[src/rtl/vape_exec_proof_reader.sv]
`default_nettype none
// ============================================================================
//  Module   : vape_exec_proof_reader
//  Purpose  : Samples the VAPE execution-abort flag, freezes it while the
//             attestation routine runs and exposes it read-only at FLAG_ADDR.
//             Writes to the flag word (CPU or DMA) and illegal entry/exit of
//             the attestation region force a sticky violation that is only
//             cleared when the CPU reaches its reset handler.
//  Ports    : clk, reset_n     - clock (rising edge), async active-low reset
//             pc               - CPU program counter
//             exec_abort       - 1 = executable region not valid
//             data_addr/en/wr  - CPU data bus access
//             dma_addr/en      - DMA access (any DMA hit on FLAG_ADDR = write)
//             exec_ok          - proof value, 1 = execution valid
//             att_active       - attestation in progress
//             violation        - tamper / illegal control flow detected
//             rd_data          - registered readback of the flag word
//  Revision : 1.0 - initial release
// ============================================================================
module vape_exec_proof_reader #(
    parameter logic [15:0] RESET_HANDLER = 16'h0000,
    parameter logic [15:0] ATTEST_MIN    = 16'hA000,
    parameter logic [15:0] ATTEST_MAX    = 16'hDFFE,
    parameter logic [15:0] ATTEST_ENTRY  = 16'hA000,
    parameter logic [15:0] ATTEST_EXIT   = 16'hDFFE,
    parameter logic [15:0] FLAG_ADDR     = 16'h0190
) (
    input  logic        clk,
    input  logic        reset_n,
    input  logic [15:0] pc,
    input  logic        exec_abort,
    input  logic [15:0] data_addr,
    input  logic        data_en,
    input  logic        data_wr,
    input  logic [15:0] dma_addr,
    input  logic        dma_en,
    output logic        exec_ok,
    output logic        att_active,
    output logic        violation,
    output logic [15:0] rd_data
);

    typedef enum logic [1:0] {
        ST_IDLE      = 2'd0,
        ST_ATTEST    = 2'd1,
        ST_VIOLATION = 2'd2
    } state_t;

    localparam logic [12:0] c_RD_PAD = 13'd0;

    state_t      r_state;
    state_t      w_next_state;
    logic [15:0] r_prev_pc;
    logic        r_exec_ok;
    logic        r_att_active;
    logic        r_violation;
    logic [15:0] r_rd_data;

    logic        w_in_att;
    logic        w_flag_wr;
    logic        w_flag_rd;
    logic        w_bad_exit;
    logic        w_bad_entry;
    logic        w_exec_ok_next;

    assign w_in_att  = (pc >= ATTEST_MIN) && (pc <= ATTEST_MAX);

    // A DMA access cannot be told apart from a write, so any DMA hit counts.
    assign w_flag_wr = (data_en && data_wr && (data_addr == FLAG_ADDR)) ||
                       (dma_en && (dma_addr == FLAG_ADDR));
    assign w_flag_rd = data_en && !data_wr && (data_addr == FLAG_ADDR);

    // Leaving the region is legal only if the previous instruction was the
    // exit address, i.e. control flowed out through ATTEST_EXIT.
    assign w_bad_exit  = (r_state == ST_ATTEST) && !w_in_att &&
                         (r_prev_pc != ATTEST_EXIT);
    assign w_bad_entry = (r_state == ST_IDLE) && w_in_att &&
                         (pc != ATTEST_ENTRY);

    // ------------------------------------------------------------------
    // State register
    // ------------------------------------------------------------------
    always_ff @(posedge clk or negedge reset_n) begin
        if (!reset_n) begin
            r_state <= ST_VIOLATION;
        end else begin
            r_state <= w_next_state;
        end
    end

    // ------------------------------------------------------------------
    // Next state and next proof value
    // ------------------------------------------------------------------
    always_comb begin
        w_next_state   = r_state;
        w_exec_ok_next = 1'b0;

        if (w_flag_wr) begin
            w_next_state = ST_VIOLATION;
        end else if (w_bad_exit || w_bad_entry) begin
            w_next_state = ST_VIOLATION;
        end else if ((r_state == ST_ATTEST) && !w_in_att) begin
            w_next_state = ST_IDLE;
        end else if ((r_state == ST_IDLE) && (pc == ATTEST_ENTRY)) begin
            w_next_state = ST_ATTEST;
        end else if ((r_state == ST_VIOLATION) && (pc == RESET_HANDLER)) begin
            w_next_state = ST_IDLE;
        end

        // IDLE tracks the flag (this also covers the capture on the entry
        // edge); ATTEST may only lower the proof; leaving VIOLATION keeps 0
        // for one cycle before IDLE tracking resumes.
        case (r_state)
            ST_IDLE:   w_exec_ok_next = !exec_abort;
            ST_ATTEST: w_exec_ok_next = r_exec_ok && !exec_abort;
            default:   w_exec_ok_next = 1'b0;
        endcase
        if (w_next_state == ST_VIOLATION) begin
            w_exec_ok_next = 1'b0;
        end
    end

    // ------------------------------------------------------------------
    // Registered outputs and PC history
    // ------------------------------------------------------------------
    always_ff @(posedge clk or negedge reset_n) begin
        if (!reset_n) begin
            r_prev_pc    <= 16'h0000;
            r_exec_ok    <= 1'b0;
            r_att_active <= 1'b0;
            r_violation  <= 1'b1;
            r_rd_data    <= 16'h0000;
        end else begin
            r_prev_pc    <= pc;
            r_exec_ok    <= w_exec_ok_next;
            r_att_active <= (w_next_state == ST_ATTEST);
            r_violation  <= (w_next_state == ST_VIOLATION);
            // Readback reports the register values as they stood before
            // this edge.
            if (w_flag_rd) begin
                r_rd_data <= {c_RD_PAD, r_violation, r_att_active, r_exec_ok};
            end else begin
                r_rd_data <= 16'h0000;
            end
        end
    end

    assign exec_ok    = r_exec_ok;
    assign att_active = r_att_active;
    assign violation  = r_violation;
    assign rd_data    = r_rd_data;

endmodule
`default_nettype wire

[config.mk]
export PLATFORM = sky130hd
export DESIGN_NAME = vape_exec_proof_reader
export DESIGN_NICKNAME = d
export VERILOG_FILES = /design/src/rtl/vape_exec_proof_reader.sv
export SDC_FILE = /design/constraint.sdc
export NUM_CORES = 1
export LEC_CHECK = 0
export ABC_AREA = 1
export CORE_MARGIN = 8
export CORE_UTILIZATION = 25
export DETAILED_ROUTE_END_ITERATION = 10
export DONT_BUFFER_PORTS = 1
export MAX_ROUTING_LAYER = met4
export SKIP_LAST_GASP = 1
export SLEW_MARGIN = 5
export SYNTH_ARGS = -nofsm -noshare
export SYNTH_HDL_FRONTEND = slang
export SYNTH_SLANG_ARGS = --single-unit
[constraint.sdc]
create_clock -name clk -period 1.5 [get_ports clk]
set_clock_uncertainty 0.15 [all_clocks]
set_input_delay 0.15 -clock clk [delete_from_list [all_inputs] [get_ports clk]]
set_output_delay 0.15 -clock clk [all_outputs]
set_load 0.005 [all_outputs]
After elaboration in Yosys (flattened, before gate mapping)
Index checks and enable logic that the tools add are counted.

word-level totals
  register bits after elaboration = 24
  input bits = 54
  output and inout bits = 19
  word-level logic and storage cells = 45

operators by class
  order comparisons = 2
  eq/ne operators = 9
  muxes and demuxes = 8
  reduce and logical (&&, ||, !) cells = 20

operators by type and width
  kind                    count
  $eq A16 B9 Y1 const B   2
  $ne A16 B16 Y1 const B  2
  $eq A16 B16 Y1 const B  1
  $ge A16 B16 Y1 const B  1
  $le A16 B16 Y1 const B  1
  $logic_not A16 Y1       1
  $logic_and A1 B1 Y1     13
  $mux W2                 5
  $eq A2 B1 Y1 const B    2
  $eq A2 B2 Y1 const B    2
  $logic_not A1 Y1        3
  $mux W3                 1
  $logic_not A2 Y1        1
  $logic_or A1 B1 Y1      2
  $pmux W1 S2             1
  $mux W1                 1

Logic depth before layout (Yosys ltp)
  depth in word-level cells = 10
  mapped depth = 12

Worst setup path before layout
Ideal clock, no wire load.

  path type = register -> register
  start point = register r_state[0]
  end point = register r_exec_ok (netlist: exec_ok)
  setup time = 0.073 ns
  arrival = 1.060 ns
  required time = 1.277 ns
  slack = 0.217 ns
  cell stages (with the launch flop) = 10
  path buffers = 0
  period minus slack after synthesis = 1.283 ns
  cell sequence = dfrtp_1 inv_2 nand3_1 nor2_1 nand3b_1 nand2_1 inv_1 nor2_4 nand3_4 a21oi_2

between the ends
  cells in the longest elaborated chain, start to end = 9
  elaborated cells between the ends (all ways) = 18
  those cells by class = eq/ne (3); mux (7); reduce/logical (8)

RTL lines
  what                    line  source
  from (decl)             51    state_t r_state;
  from (signal assigned)  87    r_state <= w_next_state;
  $eq A2 B2 Y1            106   end else if ((r_state == ST_VIOLATION) && (pc == RESET_HANDLER)) begin
  $logic_and A1 B1 Y1     106
  $mux W2                 106
  $mux W2                 104   end else if ((r_state == ST_IDLE) && (pc == ATTEST_ENTRY)) begin
  $mux W2                 102   end else if ((r_state == ST_ATTEST) && !w_in_att) begin
  $mux W2 *               100   end else if (w_bad_exit || w_bad_entry) begin
  $mux W2 *               98    if (w_flag_wr) begin
  net w_next_state[1]     52    state_t w_next_state;
  $eq A2 B2 Y1 *          118   if (w_next_state == ST_VIOLATION) begin
  $mux W1 *               118
  net w_exec_ok_next      64    logic w_exec_ok_next;
  to (signal assigned)    135   r_exec_ok <= w_exec_ok_next;
  to (decl)               54    logic r_exec_ok;

Mark *: on every way through the listed nets, which the timed path passes. The rest lies on a longest branch.

Worst setup path after layout
Ends and elaborated chain as after synthesis.

==> results_dict.tcl <==
set metrics [dict create \
    status "complete, but fails checks" \
    violations "negative hold slack" \
    port_buffers 0 \
    overflow 0 \
    synth-simple-area-share_pct 36.0 \
    yosysSeqAreaShare_pct 45.7 \
    stdcell_area_um2 1600 \
    ys_async_sr_fraction_pct 100 \
    synth_top_area_share_pct 41.7 \
    seqCellArea_um2 603 \
    maxSlewHeadroom_pct 32.6 \
    rsz0062_at_grt "yes" \
    placed_cell_area_um2 1360 \
    diodes 0 \
    fin_ws_ps 128 \
    syn_inst 172 \
    first_iter_violations 23 \
    setup_viol 0 \
    ant_nets 0 \
    r2r_end "exec_ok$_DFF_PN0_" \
    synth-compound-area-share_pct 2.09 \
    crit_end "exec_ok$_DFF_PN0_" \
    power.total_mw 1.32 \
    crit_path_max_fanout 4 \
    drc 0 \
    synth_top_family_by_area "simple AND/OR/NAND/NOR gates" \
    yosys.area.top_type "dfrtp_1" \
    layout_min_cycle_time_ps 1370 \
    clkSinkCount 24 \
    hp-class "primary input to asynchronous set/reset pin" \
    cts-htree-levels 1 \
    fin_tns_setup_ps 0 \
    via_count 1064 \
    finalHoldViolCount 22 \
    synth-xor-area-share_pct 0 \
    synth_area_um2 1320 \
    ioPinCount 73 \
    vias_per_cell 4.03 \
    numCtsBuffers 3 \
    worst_slew_pin_slew_ps 1010 \
    grt_pass1_wl_um 5190 \
    gp_congestion 0.780 \
    synth_flop_cell "dfrtp_1" \
    fp.coreArea_um2 5110 \
    drv_cap 0 \
    antenna_found_initial 0 \
    reg2reg_from "r_state[0]$_DFF_PN0_" \
    place_ws_ps 141 \
    synth_most_common_cell "nand2_1" \
    die_h_um 88.7 \
    ys_seq_elements 24 \
    vdd_drop_max_uv 334 \
    synth_fa_ha_area_share_pct 0 \
    first_global_vias 1204 \
    areaGrowthSynthToFinish_pct 21.2 \
    dp_hpwl_um 2590 \
    post-route-period-util_pct 91.5 \
    grt_max_degree 25 \
    multi_input_area_um2 552 \
    post_drt_wl_per_cell_um 12.7 \
    drv_slew 0 \
    rows 26 \
    holdWs_ps -19.7 \
    ff2ff_setup_slack_ps 130 \
    synth_edf_count 0 \
    cts.reportedPaths.clkPinSlew_ps 80 \
    arrival_ps 1410 \
    yosys_warnings 0 \
    yosysUniqueCellTypes 23 \
    r2r_cells 9 \
    p_leak_nw 0.771 \
    start_util_pct 25.8 \
    crit_start "r_state[0]$_DFF_PN0_" \
    dieArea_um2 7860 \
    final_layout_size_suffix_gt1_share_pct 9.79 \
    root_buffer "clkbuf_8" \
    worstPathRequired_ps 1540 \
    cts_tree "built" \
    clock_latency_ps 260 \
    synth_area_leaders "dfrtp_1 42%, nand2_1 10%, nor2_1 8.8%, inv_1 8.2%, buf_4 7.4%" \
    track_usage_pct 8.65 \
    syn_avg_cell_area_um2 7.67 \
    wl_um 3350 \
    synthMuxAreaShare_pct 0 \
    critPathLaunchType "flop" \
    die_w_um 88.7 \
    dr.pass1.iters 4 \
    critical_path_class "flop to flop" \
    yosys-top-cells-count "35 x nand2_1, 31 x nor2_1, 29 x inv_1, 22 x dfrtp_1, 13 x buf_4" \
    p_per_area_nw_per_um2 828 \
    fmax_mhz 729 \
    cts_buffer_depth 2 \
    final_nets 249 \
    fillers 550 \
    cp-end-kind "flop" \
]
[flip-flops by register name, summed over array words and instances, names as in the netlist]
| register | count |
|---|---|
| r_prev_pc | 16 |
| rd_data | 3 |
| att_active | 1 |
| exec_ok | 1 |
| r_state | 2 |
| violation | 1 |
[power breakdown]
part	switching [mW]	total [mW]	leakage [nW]	internal (mW)
logic	0.102	0.189	0.451	0.0873
clock network	0.189	0.423	0.0288	0.234
registers	0.0205	0.713	0.291	0.692
total	0.311	1.32	0.771	1.01
[routing by layer]
layer  vias up  GRT usage, %  wire length (um)
met5         -             -                 0
met4         0          2.30                 0
met3         0          2.32               323
met2        51          14.6              1630
met1       470          9.84              1400
li1        543             -                 -
[worst min-delay path by stage]
stage          startpoint                      to  slack [ps]  cells past startpoint
5_1_grt            pc[13]    r_state[1]$_DFF_PN1_          70                      3
2_1_floorplan     reset_n    att_active$_DFF_PN0_        -300                      0
4_1_cts            pc[13]    r_state[1]$_DFF_PN1_          20                      3
3_3_place_gp      reset_n  r_prev_pc[2]$_DFF_PN0_        -290                      0
3_5_place_dp      reset_n  r_prev_pc[2]$_DFF_PN0_        -290                      0
6_report          reset_n  r_prev_pc[0]$_DFF_PN0_         -20                      1
[cells in the final DEF (no fill, tap or decap), types with 2 or more instances in the layout]
master          n
nor3b_1         2
conb_1         13
nor2_2          4
dlygate4sd3_1  17
nand3b_1        3
dfstp_2         2
clkbuf_8        4
dfrtp_1        22
nand3_1         9
inv_1          29
nor2_1         31
nor3_1          3
nand2_1        35
nand4_1         8
[through the flow]
stage	std cells	utilization, %
final	264	31.3
after detailed placement	241	26.5
after global placement	241	26.5
after global routing	264	31.3
after floorplan	184	-
after CTS	263	31.1
[layout make-up]
cell class / instances / area share [%]
Clock buffer: 4 / 3.44
Inverter: 30 / 7.04
Multi-Input combinational cell: 117 / 34.5
Sequential cell: 24 / 37.7
Tap cell: 70 / 5.47
Timing Repair Buffer: 19 / 11.9
[critical path: stages (launching register included)]
cell	delay, ps
dfrtp_1	380
inv_2	80
nand3_1	70
nor2_1	80
nand3b_1	80
nand2_1	60
inv_1	60
nor2_4	120
nand3_4	90
a21oi_2	120
[cells by family after synthesis]
logic type | Yosys count
other | 1
flip-flops | 24
AND/OR/NAND/NOR | 100
buffers and inverters | 43
AO/OA/AOI/OAI | 4
[what timing repair did]
item | 4_1_cts | 5_1_grt
buffers inserted | 0 | 1
hold buffers | 18 | 0
hold endpoints to repair | 41 | 0
resized for setup | 0 | 1
setup endpoints to repair | 0 | 24
No activity file was read; power rests on OpenSTA's default activity.
